`src/rtl/programmable_irq_ctrl_if.sv`:
```
// CPU-side register/acknowledge bus plus peripheral request lines of the interrupt controller.
interface programmable_irq_ctrl_if #(
  parameter int NUM_IRQ = 8,
  parameter int DATA_W  = 32,
  parameter int VEC_W   = 8
);
  logic [NUM_IRQ-1:0] ir;
  logic               wr_en;
  logic [1:0]         wr_addr;
  logic [DATA_W-1:0]  wr_data;
  logic [1:0]         rd_addr;
  logic [DATA_W-1:0]  rd_data;
  logic               inta_req;
  logic               intr;
  logic               vec_valid;
  logic [VEC_W-1:0]   vector;
  logic               spurious;

  modport master (
    output ir, wr_en, wr_addr, wr_data, rd_addr, inta_req,
    input  rd_data, intr, vec_valid, vector, spurious
  );

  modport slave (
    input  ir, wr_en, wr_addr, wr_data, rd_addr, inta_req,
    output rd_data, intr, vec_valid, vector, spurious
  );
endinterface

```
`src/rtl/programmable_irq_ctrl.sv`:
```
// Interrupt controller: edge/level request latching, masking, nested fixed or rotating
// priority, vectored acknowledge with in-service tracking and explicit or automatic EOI.
module programmable_irq_ctrl #(
  parameter int NUM_IRQ = 8,
  parameter int DATA_W  = 32,
  parameter int VEC_W   = 8
) (
  input  logic                  clk,
  input  logic                  rst_n,
  programmable_irq_ctrl_if.slave bus
);
  localparam int ID_W = $clog2(NUM_IRQ);
  typedef logic [NUM_IRQ-1:0] irq_vec_t;
  typedef logic [ID_W-1:0]    id_t;

  irq_vec_t         irr, isr, mask, ir_q;
  irq_vec_t         irr_nxt, isr_nxt, pend;
  logic [2:0]       ctrl;
  logic [VEC_W-1:0] base;
  id_t              ptr, ptr_nxt, ptr_eff;
  logic             intr, vec_valid, spurious;
  logic [VEC_W-1:0] vector;
  logic             p_found, s_found, eligible;
  id_t              p_id, s_id, eoi_id;
  logic             ack_go, ack_hit, eoi_wr, eoi_eff;
  logic             unused_wr_data;

  // Highest-ranked set bit of v, searching upward from the rotate pointer.
  function automatic logic [ID_W:0] pick(input irq_vec_t v, input id_t p);
    logic [ID_W:0] res;
    int idx;
    res = '0;
    for (int k = NUM_IRQ - 1; k >= 0; k--) begin
      idx = int'(p) + k;
      if (idx >= NUM_IRQ) idx -= NUM_IRQ;
      if (v[idx[ID_W-1:0]]) res = {1'b1, id_t'(idx)};
    end
    return res;
  endfunction

  function automatic id_t rank_of(input id_t id, input id_t p);
    int r;
    r = int'(id) - int'(p);
    if (r < 0) r += NUM_IRQ;
    return id_t'(r);
  endfunction

  function automatic id_t next_ptr(input id_t id);
    return (int'(id) == NUM_IRQ - 1) ? '0 : id + 1'b1;
  endfunction

  assign unused_wr_data = ^bus.wr_data;

  always_comb begin
    ptr_eff            = ctrl[2] ? ptr : '0;
    pend               = irr & ~mask;
    {p_found, p_id}    = pick(pend, ptr_eff);
    {s_found, s_id}    = pick(isr, ptr_eff);
    eligible = p_found && (!s_found || (rank_of(p_id, ptr_eff) < rank_of(s_id, ptr_eff)));
    ack_go   = bus.inta_req && !vec_valid;
    ack_hit  = ack_go && eligible;
    eoi_wr   = bus.wr_en && (bus.wr_addr == 2'd3);
    if (bus.wr_data[7]) begin
      eoi_eff = int'(bus.wr_data[4:0]) < NUM_IRQ;
      eoi_id  = id_t'(bus.wr_data[4:0]);
    end else begin
      eoi_eff = s_found;
      eoi_id  = s_id;
    end
  end

  always_comb begin
    if (ctrl[0]) begin
      irr_nxt = bus.ir;
    end else begin
      irr_nxt = irr;
      if (ack_hit) irr_nxt[p_id] = 1'b0;
      // A fresh edge in the same cycle as the ack-clear must survive.
      irr_nxt = irr_nxt | (bus.ir & ~ir_q);
    end

    isr_nxt = isr;
    if (eoi_wr && eoi_eff) isr_nxt[eoi_id] = 1'b0;
    if (ack_hit && !ctrl[1]) isr_nxt[p_id] = 1'b1;

    ptr_nxt = ptr;
    if (!ctrl[2]) begin
      ptr_nxt = '0;
    end else begin
      if (ack_hit && ctrl[1]) ptr_nxt = next_ptr(p_id);
      if (eoi_wr && eoi_eff)  ptr_nxt = next_ptr(eoi_id);
    end
  end

  always_ff @(posedge clk or negedge rst_n) begin
    if (!rst_n) begin
      irr       <= '0;
      isr       <= '0;
      mask      <= '1;
      ir_q      <= '0;
      ctrl      <= '0;
      base      <= '0;
      ptr       <= '0;
      intr      <= 1'b0;
      vec_valid <= 1'b0;
      vector    <= '0;
      spurious  <= 1'b0;
    end else begin
      ir_q      <= bus.ir;
      irr       <= irr_nxt;
      isr       <= isr_nxt;
      ptr       <= ptr_nxt;
      intr      <= eligible && !ack_go;
      vec_valid <= ack_go;
      if (ack_go) begin
        spurious <= !eligible;
        vector   <= eligible ? base + VEC_W'(p_id) : base + VEC_W'(NUM_IRQ - 1);
      end
      if (bus.wr_en) begin
        case (bus.wr_addr)
          2'd0:    mask <= bus.wr_data[NUM_IRQ-1:0];
          2'd1:    ctrl <= bus.wr_data[2:0];
          2'd2:    base <= bus.wr_data[VEC_W-1:0];
          default: ;
        endcase
      end
    end
  end

  always_comb begin
    case (bus.rd_addr)
      2'd0:    bus.rd_data = DATA_W'(irr);
      2'd1:    bus.rd_data = DATA_W'(isr);
      2'd2:    bus.rd_data = DATA_W'(mask);
      default: bus.rd_data = DATA_W'({base, ctrl});
    endcase
  end

  assign bus.intr      = intr;
  assign bus.vec_valid = vec_valid;
  assign bus.vector    = vector;
  assign bus.spurious  = spurious;
endmodule

```
`src/flat_wrapper.sv`:
```
// flat-port wrapper written by rule: the top's interface ports become plain ports
module programmable_irq_ctrl_flat 
#(
  parameter int NUM_IRQ = 8,
  parameter int DATA_W  = 32,
  parameter int VEC_W   = 8
)
  (clk, rst_n, bus_ir, bus_wr_en, bus_wr_addr, bus_wr_data, bus_rd_addr, bus_inta_req, bus_rd_data, bus_intr, bus_vec_valid, bus_vector, bus_spurious);
  programmable_irq_ctrl_if #(.NUM_IRQ(NUM_IRQ), .DATA_W(DATA_W), .VEC_W(VEC_W)) bus_i ();
  input  logic clk;
  input  logic rst_n;
  input wire logic [$bits(bus_i.ir)-1:0] bus_ir;
  input wire logic [$bits(bus_i.wr_en)-1:0] bus_wr_en;
  input wire logic [$bits(bus_i.wr_addr)-1:0] bus_wr_addr;
  input wire logic [$bits(bus_i.wr_data)-1:0] bus_wr_data;
  input wire logic [$bits(bus_i.rd_addr)-1:0] bus_rd_addr;
  input wire logic [$bits(bus_i.inta_req)-1:0] bus_inta_req;
  output wire logic [$bits(bus_i.rd_data)-1:0] bus_rd_data;
  output wire logic [$bits(bus_i.intr)-1:0] bus_intr;
  output wire logic [$bits(bus_i.vec_valid)-1:0] bus_vec_valid;
  output wire logic [$bits(bus_i.vector)-1:0] bus_vector;
  output wire logic [$bits(bus_i.spurious)-1:0] bus_spurious;
  assign bus_i.ir = bus_ir;
  assign bus_i.wr_en = bus_wr_en;
  assign bus_i.wr_addr = bus_wr_addr;
  assign bus_i.wr_data = bus_wr_data;
  assign bus_i.rd_addr = bus_rd_addr;
  assign bus_i.inta_req = bus_inta_req;
  assign bus_rd_data = bus_i.rd_data;
  assign bus_intr = bus_i.intr;
  assign bus_vec_valid = bus_i.vec_valid;
  assign bus_vector = bus_i.vector;
  assign bus_spurious = bus_i.spurious;
  programmable_irq_ctrl #(.NUM_IRQ(NUM_IRQ), .DATA_W(DATA_W), .VEC_W(VEC_W)) u_core (.clk(clk), .rst_n(rst_n), .bus(bus_i));
endmodule
```
`config.mk`:
```
export PLATFORM = sky130hd
export DESIGN_NAME = programmable_irq_ctrl_flat
export DESIGN_NICKNAME = d
export VERILOG_FILES = /design/src/rtl/programmable_irq_ctrl_if.sv /design/src/rtl/programmable_irq_ctrl.sv /design/src/flat_wrapper.sv
export SDC_FILE = /design/constraint.sdc
export NUM_CORES = 1
export LEC_CHECK = 0
export CORE_MARGIN = 1.5
export CORE_UTILIZATION = 44
export CTS_CLUSTER_DIAMETER = 100
export DETAILED_ROUTE_END_ITERATION = 7
export PLACE_DENSITY = 0.74
export SYNTH_ARGS = -nofsm -noshare
export SYNTH_HDL_FRONTEND = slang
export SYNTH_SLANG_ARGS = --single-unit
export TNS_END_PERCENT = 5
```
`constraint.sdc`:
```
create_clock -name clk -period 9 [get_ports clk]
set_clock_uncertainty 0.1 [all_clocks]
set_input_delay 1.35 -clock clk [delete_from_list [all_inputs] [get_ports clk]]
set_output_delay 1.35 -clock clk [all_outputs]
set_load 0.03 [all_outputs]
```
; ---- Word-level counts from Yosys, hierarchy flattened
; Index checks and enable logic that the tools add are counted.
[word_totals]
ff_bits = 57
output_inout_bits = 43
[op_classes]
add_sub_neg = 23
n_lt_le_gt_ge = 24
n_eq_ne = 8
n_mux = 77
n_bitwise = 10
reduce_logical = 21
[ops]
columns = operator, count
row1 = two-way mux 4 bit, 16
row2 = two-way mux 3 bit, 17
row3 = binary-select mux 1 bit (select 3 bit), 16
row4 = two-way mux 8 bit, 6
row5 = "less-than comparator 3 x 4 -> 1 bit, second input constant", 10
row6 = case mux 11 bit (3 select lines), 1
row7 = bitwise AND 8 bit, 4
row8 = inverter 8 bit, 4
row9 = "greater-or-equal comparator 4 bit, second input constant", 7
row10 = "subtractor 3 x 1 -> 3 bit, second input constant", 8
row11 = two-way mux 1 bit, 19
row12 = "adder 3 x 3 -> 4 bit, second input constant", 4
row13 = bitwise OR 8 bit, 2
row14 = "adder 3 x 1 -> 3 bit, second input constant", 4
row15 = logical AND 1 bit, 10
row16 = "adder 3 x 2 -> 4 bit, second input constant", 2
row17 = adder 8 x 3 -> 8 bit, 1
row18 = "adder 8 x 3 -> 8 bit, second input constant", 1
row19 = "less-than comparator 4 x 1 -> 1 bit, second input constant", 2
row20 = subtractor 3 x 3 -> 4 bit, 2
row21 = demux 1 bit (select 3 bit), 2
row22 = "equality test 2 bit, second input constant", 3
row23 = "equality test 3 x 1 -> 1 bit, second input constant", 2
row24 = "greater-or-equal comparator 3 x 1 -> 1 bit, second input constant", 2
row25 = other kinds (10), 18

; ---- Longest topological paths before layout
[logic_depth]
word_depth = 25
ltp_mapped = 31

; ---- Worst setup path after synthesis
; Ideal clock, no wire load.
[synth_path]
path_type = register to register
startpoint = register u_core.ctrl[2]
endpoint = register u_core.vector[6], in the netlist u_core.bus.vector[6]
setup_time_ps = 136
t_arrival_ps = 5564
required_ps = 8764
slack_ps = 3199
stages_incl_launch_ff = 30
synth_period_minus_slack_ps = 5801
cell_sequence = dfrtp_1 > buf_4 > buf_6 > and2_0 > buf_2 > inv_2 > buf_2 > ha_1 > a21bo_1 > nand2_1 > mux4_2 > o21ai_0 > o21ai_0 > a22o_1 > clkbuf_1 > fa_1 > xor2_1 > ha_1 > a21oi_1 > o32a_2 > o21ai_1 > buf_2 > nand2b_1 > ha_1 > fa_1 > a21oi_1 > nor2b_1 > nand3_1 > xor2_1 > o21ai_0
[synth_between]
elab_chain_len = 21
[synth_lines]
columns = item, line_no
row1 = "start, declared", programmable_irq_ctrl.sv:18  ; logic [2:0] ctrl;
row2 = "start signal, assigned", programmable_irq_ctrl.sv:122  ; 2'd1: ctrl <= bus.wr_data[2:0];
row3 = two-way mux 3 bit (*), programmable_irq_ctrl.sv:55  ; ptr_eff = ctrl[2] ? ptr : '0;
row4 = adder 3 x 3 -> 4 bit, programmable_irq_ctrl.sv:34  ; idx = int'(p) + k;
row5 = greater-or-equal comparator 4 bit or subtractor 3 x 1 -> 3 bit (tied branches), programmable_irq_ctrl.sv:35  ; if (idx >= NUM_IRQ) idx -= NUM_IRQ;
row6 = two-way mux 3 bit, programmable_irq_ctrl.sv:35
row7 = binary-select mux 1 bit (select 3 bit), programmable_irq_ctrl.sv:36  ; if (v[idx[ID_W-1:0]]) res = {1'b1, id_t'(idx)};
row8 = two-way mux 1 bit (not written as such), programmable_irq_ctrl.sv:36
row9 = two-way mux 4 bit (8 in series), programmable_irq_ctrl.sv:36
row10 = subtractor 3 x 3 -> 4 bit, programmable_irq_ctrl.sv:43  ; r = int'(id) - int'(p);
row11 = less-than comparator 4 x 1 -> 1 bit or adder 3 x 1 -> 3 bit (tied branches), programmable_irq_ctrl.sv:44  ; if (r < 0) r += NUM_IRQ;
row12 = two-way mux 3 bit, programmable_irq_ctrl.sv:44
row13 = less-than comparator 3 bit, programmable_irq_ctrl.sv:59  ; eligible = p_found && (!s_found || (rank_of(p_id, ptr_eff) < rank_of(s_id, ptr_eff)));
row14 = logical OR 1 bit, programmable_irq_ctrl.sv:59
row15 = logical AND 1 bit, programmable_irq_ctrl.sv:59
row16 = two-way mux 8 bit (*), programmable_irq_ctrl.sv:117  ; vector <= eligible ? base + VEC_W'(p_id) : base + VEC_W'(NUM_IRQ - 1);
row17 = "end signal, assigned", programmable_irq_ctrl.sv:117
row18 = "end, declared", programmable_irq_ctrl.sv:22  ; logic [VEC_W-1:0] vector;
; Mark *: on every way between the ends. The rest lies on a longest branch, timed or not. The select of a mux whose other input is x is not followed.
; A chain may end at the register's enable or synchronous reset.

; ---- Final worst setup path
[layout_path]
startpoint = register u_core.ctrl[2]
endpoint = register u_core.vector[7], in the netlist u_core.bus.vector[7]
; The elaborated chain is that of the path after synthesis.

==> results.sh <==
export IMPL_cts_tree="built"
export IMPL_period_minus_slack_ns=6.93
export IMPL_grt_pass1_vias=4493
export IMPL_hold_buffers=0
export IMPL_p_int_mw=1.18
export IMPL_synth_distinct_cells=85
export IMPL_synthArstFlopShare_pct=100
export IMPL_cts_buffers=9
export IMPL_finalHoldViolCount=0
export IMPL_dieWidth_um=111
export IMPL_worst_pin_slew_ns=0.714
export IMPL_r2r_start="u_core.ctrl[2]$_DFFE_PN0P_"
export IMPL_r2r_end="u_core.bus.vector[7]$_DFFE_PN0P_"
export IMPL_worstHoldPathCells=2
export IMPL_drt_pass1_iterations=5
export IMPL_fillerInstances=1039
export IMPL_synth_edf_count=0
export IMPL_grt_first_pass_wirelength_um=24200
export IMPL_timing_final_crit_share_pct=77.0
export IMPL_p_clk_share_pct=13.4
export IMPL_drv_cap=0
export IMPL_switchingPower_mw=1.14
export IMPL_antenna_found_initial=0
export IMPL_post_cts_resized=0
export IMPL_wire_per_inst_um=21.1
export IMPL_die_area_sq_mm=0.0124
export IMPL_pin_count=91
export IMPL_syn_area_sq_mm=0.00515
export IMPL_die_h_um=111
export IMPL_cp_start_kind="register"
export IMPL_ff2ff_path_depth=25
export IMPL_layout_nets=622
export IMPL_worstPathArrival_ns=7.01
export IMPL_gp_congestion=0.929
export IMPL_pwr_share_seq_pct=19.9
export IMPL_path_clk_slew_ns=0.05
export IMPL_drv_slew=0
export IMPL_pwr_share_comb_pct=66.8
export IMPL_cts_setup_buffers=0
export IMPL_rrSetupSlack_ns=2.07
export IMPL_cts_sinks=57
export IMPL_start_util_pct=45.1
export IMPL_wl_um=15000
export IMPL_fin_setup_tns_ns=0
export IMPL_synth_warnings=0
export IMPL_syn2layout_area_growth_pct=13.3
export IMPL_grt_setup_unrepaired="false"
export IMPL_syn_inst=532
export IMPL_cts_root_buf="clkbuf_16"
export IMPL_clock_latency_ns=0.32
export IMPL_dpl_hpwl_um=10800
export IMPL_vias=4606
export IMPL_coreArea_sq_mm=0.0114
export IMPL_irDropWorstVdd_mv=0.304
export IMPL_cp_data_required_time_ns=9.08
export IMPL_drive_gt1_share_pct=18.7
export IMPL_power_leakage_nw=2.38
export IMPL_p_per_area_mw_per_mm2=399
export IMPL_drt_iter0_markers=349
export IMPL_drt_antenna_violating_nets=0
export IMPL_endpoint="u_core.bus.vector[7]$_DFFE_PN0P_"
export IMPL_grt_max_degree=58
export IMPL_setup_violations=0
export IMPL_worstSetupPathType="reg -> reg"
export IMPL_relSlewSlack_pct=52.4
export IMPL_drc_errors=0
export IMPL_seq_area_frac_synth_pct=27.9
export IMPL_portBuffers=45
export IMPL_num_rows=39
export IMPL_htreeDepth=3
export IMPL_avgSynthCellArea_sq_um=9.69
export IMPL_antenna_cells=0
export IMPL_critPathLaunch="u_core.ctrl[2]$_DFFE_PN0P_"
export IMPL_ys_flop_type="dfrtp_1"
export IMPL_fin_util_pct=51.2
export IMPL_path_max_fanout=25
export IMPL_hold_path_class="reg -> reg"
export IMPL_swShare_pct=49.1
export IMPL_clock_fmax_mhz=144
export IMPL_vias_per_cell=6.49
export IMPL_gr_usage_all_layers_pct=24.7
export IMPL_status="completed"
export IMPL_finalPower_mw=2.33
export IMPL_synth_seq_cells=57
export IMPL_endpoint_kind="register"
export IMPL_cts_buffer_depth=2
export IMPL_gr_total_overflow=0
## cell families after synthesis
group                      after synthesis  share of synthesized area (%)
and+or+nand+nor                        167                           17.8
muxes                                   67                           20.4
AOI/OAI and AO/OA                      149                           20.8
DFF                                     57                           27.9
xor gates and xnor gates                12                           2.04
buffers and inverters                   67                           7.72
adders and majority gates               12                           3.35
other                                    1                         0.0728
## routing by layer
layer	GRT usage, %	vias up	wire length, um
met4	10.2	0	532
met3	5.25	43	1180
met2	38.1	252	6880
met1	33.7	2263	6390
li1	-	2048	-
met5	0	-	0
## sequential cells by signal, indices dropped and copies added (netlist names)
signal / cells
u_core.isr: 8
u_core.ctrl: 3
u_core.irr: 8
u_core.base: 8
u_core.bus.vec_valid: 1
u_core.ir_q: 8
u_core.mask: 8
u_core.bus.spurious: 1
u_core.ptr: 3
u_core.bus.vector: 8
u_core.bus.intr: 1
## worst max-delay path, cell delays in order (launching register included)
cell      delay (ns)
dfrtp_1         0.58
buf_4           0.37
and2_0          0.22
inv_2           0.16
ha_1            0.25
nand3b_2        0.22
nand2_1         0.29
mux4_2          0.61
o21ai_0         0.09
o21ai_0         0.12
a22o_1          0.44
fa_1            0.52
xor2_1          0.17
ha_1            0.31
nand2_1         0.06
a311o_1         0.29
o21ai_1         0.48
buf_4           0.25
nand2b_1        0.16
ha_1            0.25
a21o_1          0.15
a21oi_1         0.21
nor2_1          0.11
nand3_1         0.11
xor2_1          0.15
o21ai_0         0.08
## layout by cell type, fill, tap and decap left out, drive strengths merged, types with 4 or more instances in the layout
cell           count
conb              21
mux2i             18
nor2              20
a32o               5
a211oi             5
dfstp              8
nor2b              8
and2               9
nand3              9
and3              10
dfrtp             49
a2bb2oi            5
mux2              21
nand2             58
o21ai             49
xnor2              5
a21bo              4
nor3               8
nand2b            13
clkbuf            10
a221oi             5
buf                7
inv               16
or4                5
o211ai            12
a21o               5
nand3b             5
a21boi             4
clkdlybuf4s50     44
ha                 9
a21oi             19
nand4b             4
xor2               7
mux4              28
## power groups by stage
stage | Sequential, mW | Clock (mW) | Combinational [mW]
2_1_floorplan | 0.435 | 0 | 1.14
3_3_place_gp | 0.455 | 0 | 1.49
3_5_place_dp | 0.458 | 0 | 1.51
4_1_cts | 0.457 | 0.314 | 1.53
5_1_grt | 0.470 | 0.327 | 1.69
6_report | 0.463 | 0.311 | 1.55
## layout make-up
type	count	area [sq um]	share of cell area [%]
multi-input combinational	428	3390	58.1
sequential	57	1440	24.6
timing repair buffer	51	490	8.40
clock buffer	10	239	4.09
tap	143	179	3.06
inverter	15	58.8	1.01
clock inverter	6	42.5	0.728
## per-stage QoR
| step | worst slack (ns) | instances | area, sq um | hold WS, ns |
|---|---|---|---|---|
| floorplan | 3.20 | 552 | 5230 | 0.383 |
| global placement | 2.33 | 694 | 5560 | 0.367 |
| detailed placement | 2.23 | 694 | 5560 | 0.364 |
| CTS | 2.18 | 710 | 5840 | 0.389 |
| global route | 1.72 | 710 | 5840 | 0.412 |
| finish | 2.07 | 710 | 5840 | 0.389 |
## synth_stat cells (10+ instances only)
cell / n / area share, %
buf_4: 25 / 3.6
inv_1: 12 / 0.87
clkbuf_1: 10 / 0.73
and3_1: 10 / 1.2
o211ai_1: 11 / 1.6
mux2_2: 21 / 4.6
mux2i_1: 17 / 3.3
a21oi_1: 16 / 1.6
o21ai_1: 14 / 1.4
nor2_1: 19 / 1.4
mux4_2: 28 / 12
dfrtp_1: 49 / 24
nand2_1: 56 / 4.1
o21ai_0: 34 / 3.3
nand2b_1: 13 / 1.6
buf_2: 10 / 0.97
## worst min path at each step
stage | end | from
after floorplan | u_core.base[7]$_DFFE_PN0P_ | u_core.base[7]$_DFFE_PN0P_
after global placement | u_core.bus.vector[0]$_DFFE_PN0P_ | u_core.bus.vector[0]$_DFFE_PN0P_
after detailed placement | u_core.bus.vector[0]$_DFFE_PN0P_ | u_core.bus.vector[0]$_DFFE_PN0P_
after CTS | u_core.bus.vector[0]$_DFFE_PN0P_ | u_core.bus.vector[0]$_DFFE_PN0P_
after global routing | u_core.bus.vector[6]$_DFFE_PN0P_ | u_core.bus.vector[6]$_DFFE_PN0P_
final | u_core.bus.vector[5]$_DFFE_PN0P_ | u_core.bus.vector[5]$_DFFE_PN0P_
No activity file was read; power rests on OpenSTA's default activity.
